File: src/rtl/spi_data_shifter.sv
// spi_data_shifter: serial data path of the SPI master.
// Takes one parallel TX word over valid/ready, asks the SCLK/slave-select
// generator for a transaction, shifts the word out on MOSI and collects MISO
// into an RX word that is presented when slave select rises again.
module spi_data_shifter #(
    parameter int DATA_SIZE = 16
) (
    input  logic                 i_sys_clk,
    input  logic                 i_sys_rst,
    input  logic [DATA_SIZE-1:0] i_tx_data,
    input  logic                 i_tx_valid,
    output logic                 o_tx_ready,
    input  logic                 i_cpol,
    input  logic                 i_cpha,
    input  logic                 i_lsb_first,
    output logic                 o_spi_start,
    input  logic                 i_ss_start,
    input  logic                 i_sclk,
    input  logic                 i_miso,
    output logic                 o_mosi,
    output logic [DATA_SIZE-1:0] o_rx_data,
    output logic                 o_rx_valid,
    output logic                 o_abort,
    output logic                 o_busy
);

    localparam int CNT_W = $clog2(DATA_SIZE + 1);
    localparam logic [CNT_W-1:0] CNT_FULL = CNT_W'(DATA_SIZE);

    // One-hot state encoding
    localparam logic [3:0] S_IDLE  = 4'b0001;
    localparam logic [3:0] S_START = 4'b0010;
    localparam logic [3:0] S_XFER  = 4'b0100;
    localparam logic [3:0] S_DONE  = 4'b1000;

    logic [3:0]           state;
    logic [3:0]           state_next;
    logic [DATA_SIZE-1:0] tx_sr;
    logic [DATA_SIZE-1:0] rx_sr;
    logic [DATA_SIZE-1:0] rx_sr_shifted;
    logic [DATA_SIZE-1:0] rx_sr_final;
    logic [CNT_W-1:0]     bit_cnt;
    logic [CNT_W-1:0]     bit_cnt_next;
    logic                 sclk_d;
    logic                 cpol_q;
    logic                 cpha_q;
    logic                 lsb_q;
    logic                 accept;
    logic                 in_xfer;
    logic                 lead_edge;
    logic                 trail_edge;
    logic                 sample_en;
    logic                 shift_en;
    logic                 cnt_full_next;
    logic                 finish_ev;
    logic                 abort_ev;

    assign o_tx_ready  = (state == S_IDLE);
    assign o_busy      = (state != S_IDLE);
    assign o_spi_start = (state == S_START);
    assign o_mosi      = lsb_q ? tx_sr[0] : tx_sr[DATA_SIZE-1];
    assign accept      = i_tx_valid && o_tx_ready;
    assign in_xfer     = (state == S_XFER);

    // SCLK edge classification relative to the latched idle polarity, plus
    // the sample/shift strobes and the look-ahead sample count
    always_comb begin
        lead_edge  = (sclk_d == cpol_q) && (i_sclk != cpol_q);
        trail_edge = (sclk_d != cpol_q) && (i_sclk == cpol_q);
        sample_en  = in_xfer && (bit_cnt != CNT_FULL) &&
                     (cpha_q ? trail_edge : lead_edge);
        // With cpha=1 the first bit is already on MOSI, so the first leading
        // edge (no sample taken yet) must not shift.
        shift_en   = in_xfer && (bit_cnt != CNT_FULL) &&
                     (cpha_q ? (lead_edge && (bit_cnt != '0)) : trail_edge);
        rx_sr_shifted = lsb_q ? {i_miso, rx_sr[DATA_SIZE-1:1]}
                              : {rx_sr[DATA_SIZE-2:0], i_miso};
        rx_sr_final   = sample_en ? rx_sr_shifted : rx_sr;
        bit_cnt_next  = bit_cnt + CNT_W'(sample_en);
        cnt_full_next = (bit_cnt_next == CNT_FULL);
        // A final sample landing in the same cycle as select rising still
        // completes the word.
        finish_ev  = i_ss_start && ((in_xfer && cnt_full_next) || (state == S_DONE));
        abort_ev   = i_ss_start && in_xfer && !cnt_full_next;
    end

    // Next-state decode of the transaction sequencer
    always_comb begin
        state_next = state;
        case (state)
            S_IDLE: begin
                if (accept) state_next = S_START;
            end
            S_START: begin
                // Request is held until select actually falls, since the
                // generator may still be in its inter-transaction wait.
                if (!i_ss_start) state_next = S_XFER;
            end
            S_XFER: begin
                if (i_ss_start)         state_next = S_IDLE;
                else if (cnt_full_next) state_next = S_DONE;
            end
            S_DONE: begin
                if (i_ss_start) state_next = S_IDLE;
            end
            default: state_next = S_IDLE;
        endcase
    end

    // State register
    always_ff @(posedge i_sys_clk) begin
        if (i_sys_rst) state <= S_IDLE;
        else           state <= state_next;
    end

    // SCLK history for edge detection, updated every cycle
    always_ff @(posedge i_sys_clk) begin
        if (i_sys_rst) sclk_d <= 1'b0;
        else           sclk_d <= i_sclk;
    end

    // Per-transaction mode bits, frozen at accept
    always_ff @(posedge i_sys_clk) begin
        if (i_sys_rst) begin
            cpol_q <= 1'b0;
            cpha_q <= 1'b0;
            lsb_q  <= 1'b0;
        end else if (accept) begin
            cpol_q <= i_cpol;
            cpha_q <= i_cpha;
            lsb_q  <= i_lsb_first;
        end
    end

    // TX shift register: load on accept, move one bit toward MOSI per shift
    always_ff @(posedge i_sys_clk) begin
        if (i_sys_rst) begin
            tx_sr <= '0;
        end else if (accept) begin
            tx_sr <= i_tx_data;
        end else if (shift_en) begin
            if (lsb_q) tx_sr <= {1'b0, tx_sr[DATA_SIZE-1:1]};
            else       tx_sr <= {tx_sr[DATA_SIZE-2:0], 1'b0};
        end
    end

    // RX shift register and sample counter
    always_ff @(posedge i_sys_clk) begin
        if (i_sys_rst) begin
            rx_sr   <= '0;
            bit_cnt <= '0;
        end else if (accept) begin
            rx_sr   <= '0;
            bit_cnt <= '0;
        end else if (sample_en) begin
            rx_sr   <= rx_sr_shifted;
            bit_cnt <= bit_cnt_next;
        end
    end

    // Completion / abort reporting towards the host
    always_ff @(posedge i_sys_clk) begin
        if (i_sys_rst) begin
            o_rx_data  <= '0;
            o_rx_valid <= 1'b0;
            o_abort    <= 1'b0;
        end else begin
            o_rx_valid <= finish_ev;
            o_abort    <= abort_ev;
            if (finish_ev) o_rx_data <= rx_sr_final;
        end
    end

endmodule

File: config.mk
export PLATFORM = sky130hd
export DESIGN_NAME = spi_data_shifter
export DESIGN_NICKNAME = d
export VERILOG_FILES = /design/src/rtl/spi_data_shifter.sv
export SDC_FILE = /design/constraint.sdc
export NUM_CORES = 1
export LEC_CHECK = 0
export BUFFER_PORTS_ARGS = -buffer_cell sky130_fd_sc_hd__buf_2
export CAP_MARGIN = 15
export CORE_UTILIZATION = 40
export DETAILED_ROUTE_END_ITERATION = 10
export HOLD_SLACK_MARGIN = 0.15
export PLACE_DENSITY = 0.56
export REMOVE_ABC_BUFFERS = 1
export SYNTH_ARGS = -nofsm -noshare
export SYNTH_HDL_FRONTEND = slang
export SYNTH_SLANG_ARGS = --single-unit
File: constraint.sdc
create_clock -name i_sys_clk -period 4.7 [get_ports i_sys_clk]
set_input_delay 0.235 -clock i_sys_clk [delete_from_list [all_inputs] [get_ports i_sys_clk]]
set_output_delay 0.235 -clock i_sys_clk [all_outputs]
set_load 0.01 [all_outputs]
==> metrics.md <==
| Metric | Value |
|---|---|
| Commonest non-fill, non-tap cells in the layout | `dfxtp_1 (62), buf_2 (46), nand2_1 (30), nor2_1 (24), nand3_1 (23)` |
| Initial DRC count | `about 130` |
| RSZ-0062 raised after global routing | `false` |
| Synth Instances | `340` |
| NetSw | `~0.27 mW` |
| Worst slew margin | `0.2892` |
| Count of flip-flops with a built-in enable after synthesis | `0` |
| Placed instance count | `around 460` |
| Clock Root Buffer | `clkbuf_8` |
| Layout Utilization | `0.4977` |
| CTS tree | `yes` |
| Worst Skew | `around 6.6 ps` |
| Gate power share | `0.082` |
| Post-route DRC | `0` |
| Setup Fix Bufs, Post-CTS | `0` |
| Total Wirelength | `~7300 um` |
| Vias/cell | `5.398` |
| Crit. End Element | `flop` |
| Antenna fix cells | `0` |
| Reg2Reg Setup Slack | `630 ps` |
| Die width | `~90 um` |
| Maximum clock frequency | `~250 MHz` |
| Seq pwr share | `0.497` |
| TritonCTS sink count | `63` |
| CP arrival | `about 4300 ps` |
| Initial Utilization | `0.4136` |
| Worst Setup Path Type | `flop to flop` |
| Switching Fraction | `0.2389` |
| Int Pwr | `slightly below 0.9 mW` |
| Max clock buf depth | `2` |
| DR vias | `between 2000 and 3000` |
| I/O pin cnt | `47` |
| Total GRT Usage | `0.1815` |
| Hold depth | `3` |
| Setup crit start | `state[2]` |
| Worst setup SP type | `flop` |
| Ys Warns | `0` |
| Fin crit period | `about 4000 ps` |
| Total gr overflow | `0` |
| Skew-Pair Late Insertion Delay | `approximately 330 ps` |
| Initial antenna violation count | `0` |
| Final worst slack | `628.2 ps` |
| Critical Path RT | `about 5000 ps` |
| Post-synthesis cell area | `approximately 3200 sq um` |
| Outcome | `complete, no violations` |
| Hold Path Origin | `i_tx_valid` |
| Num CTS Buffers | `9` |
| Vias in the first global route | `approximately 2500` |
| Layout Cells excl Fill | `around 500` |
| Die footprint | `about 8300 sq um` |
| Final hold violations | `0` |
| Main flop type after synthesis | `dfxtp_1` |
| Most common cell after layout, fill and taps aside | `dfxtp_1` |
| Worst-Margin Slew | `between 1000 and 1500 ps` |
| Final ANT Viol Nets | `0` |
| # resized after CTS | `0` |
| Clock-pin slew on the worst setup and hold paths | `around 70 ps` |
| Clk pwr share | `0.422` |
| Post-synthesis area per instance | `just over 9 sq um` |
| HP Class | `input port to flop` |
| Setup-failing EPs final | `0` |
| Pins Over Slew Limit | `0` |
| R2r startpoint | `state[2]` |
| Final worst path period share | `0.8663` |
| Port Buffers | `46` |
| Row cnt | `32` |
| Final setup TNS | `0 ps` |
| DP HPWL | `between 4000 and 5000 um` |
| Power after layout | `between 1 and 1.5 mW` |
| Global-route wire length before repair | `approximately 12000 um` |
| Largest net degree at the start of global routing | `47` |
| Area after detailed placement | `roughly 3400 sq um` |
| Sequential area share after synthesis | `0.3967` |
| #FFs+latches synth | `63` |
| GP Congestion | `around 0.76` |
| Layout cells sized above 1 | `0.2348` |
| H-tree levels | `3` |
| Max cap viols | `0` |
| Unique cell type count in the Yosys netlist | `47` |
| Die height | `91.15 um` |
| Leak | `1.438 nW` |
| Total power per unit cell area | `between 200 and 300 nW/um^2` |
| # nets final | `around 420` |
| R2R cell count | `10` |
| Worst vdd ir | `approximately 0.00014 V` |
| Synth async-reset ratio | `0` |
| Wirelength per Cell | `between 10 and 15 um` |
| Drt first pass iters | `4` |
| Final instance area | `~3800 sq um` |
| Pre-CTS WS | `around 630 ps` |
| Worst hold slack | `225.2 ps` |
| Core ar. | `between 7000 and 8000 sq um` |
| Layout area overhead | `20.35%` |
| CP Max Fanout | `23` |
[cell type report]
type / count / area (sq um)
flip-flops and latches: 63 / 1262
repair buffers: 71 / 475.5
multi-input cells: 243 / 1735
well taps: 102 / 127.6
inverters: 3 / 16.27
clock inverters: 4 / 53.80
fillers: 736 / 3861
clock buffers: 12 / 155.1
[cells in the mapped netlist (2+ instances only)]
cell type	number	area share
or3_1	4	0.0079
nand2b_1	4	0.0079
nor3b_1	3	0.0071
ha_1	2	0.0079
o211a_1	4	0.013
nand3b_1	4	0.0094
clkbuf_1	18	0.021
buf_2	4	0.0063
inv_1	2	0.0024
o311ai_0	14	0.039
o41ai_1	3	0.0083
o211ai_1	2	0.0047
buf_1	3	0.0035
dfxtp_1	63	0.40
nor4b_1	2	0.0055
nor3_1	17	0.027
a211oi_2	8	0.031
or4_1	2	0.0047
a211oi_1	4	0.0094
mux2_2	6	0.021
mux2i_1	16	0.050
nand2_1	30	0.035
nor2_1	24	0.028
nor2b_1	14	0.028
o221ai_1	4	0.011
nand3_1	23	0.036
nand4b_1	14	0.039
xnor2_1	3	0.0083
buf_6	4	0.014
a21oi_1	11	0.017
xor2_1	3	0.0083
o41ai_2	9	0.046
a31oi_1	2	0.0039
[power groups by stage]
stage / registers [mW] / logic [mW] / clock network, mW
2_1_floorplan: 0.574 / 0.0483 / 0
3_3_place_gp: 0.580 / 0.0779 / 0
3_5_place_dp: 0.580 / 0.0791 / 0
4_1_cts: 0.568 / 0.0916 / 0.502
5_1_grt: 0.570 / 0.104 / 0.525
6_report: 0.568 / 0.0934 / 0.482
[flip-flops by register name, summed over array words and instances (netlist names)]
register / cells
state: 4
o_rx_data: 16
cpha_q: 1
tx_sr: 16
o_abort: 1
lsb_q: 1
rx_sr: 16
o_rx_valid: 1
bit_cnt: 5
sclk_d: 1
cpol_q: 1
[path summary, 6_finish.rpt]
path,end
hold reg to reg,o_rx_data[0]
hold / removal,state[1]
setup reg to reg,o_rx_data[12]
setup / recovery,o_rx_data[12]
[repair_timing]
item,in CTS,in global routing
hold buffers,20,0
setup endpoints to repair,0,0
endpoints found under the hold margin,20,0
[metal layers]
metal | up-vias | share of wire | GRT usage
met1 | 1261 | 0.51 | 0.2479
met2 | 49 | 0.45 | 0.2841
li1 | 1373 | - | -
met5 | - | 0 | 0
met3 | 5 | 0.036 | 0.03015
met4 | 0 | 0.0066 | 0.07275
[critical path, cell delays in order, from the launching register on]
cell and delay [ps]:
dfxtp_1 470, or4b_4 530, a21o_1 250, or2_1 290, inv_6 180, ha_1 250
ha_1 260, or4_1 580, or4_1 760, nand4b_1 240, o41ai_2 110
[kinds of logic (layout without fill, tap and decap cells)]
family / Yosys count / after routing / share of synthesized area
flops: 63 / 63 / 0.3967
compound gates: 67 / 67 / 0.1976
simple gates: 146 / 146 / 0.2523
mux: 22 / 22 / 0.07162
xor+xnor: 6 / 6 / 0.01653
fa+ha+maj: 2 / 2 / 0.007870
buf+inv: 34 / 90 / 0.05746
Note: power is estimated with default switching activity, not from simulation.
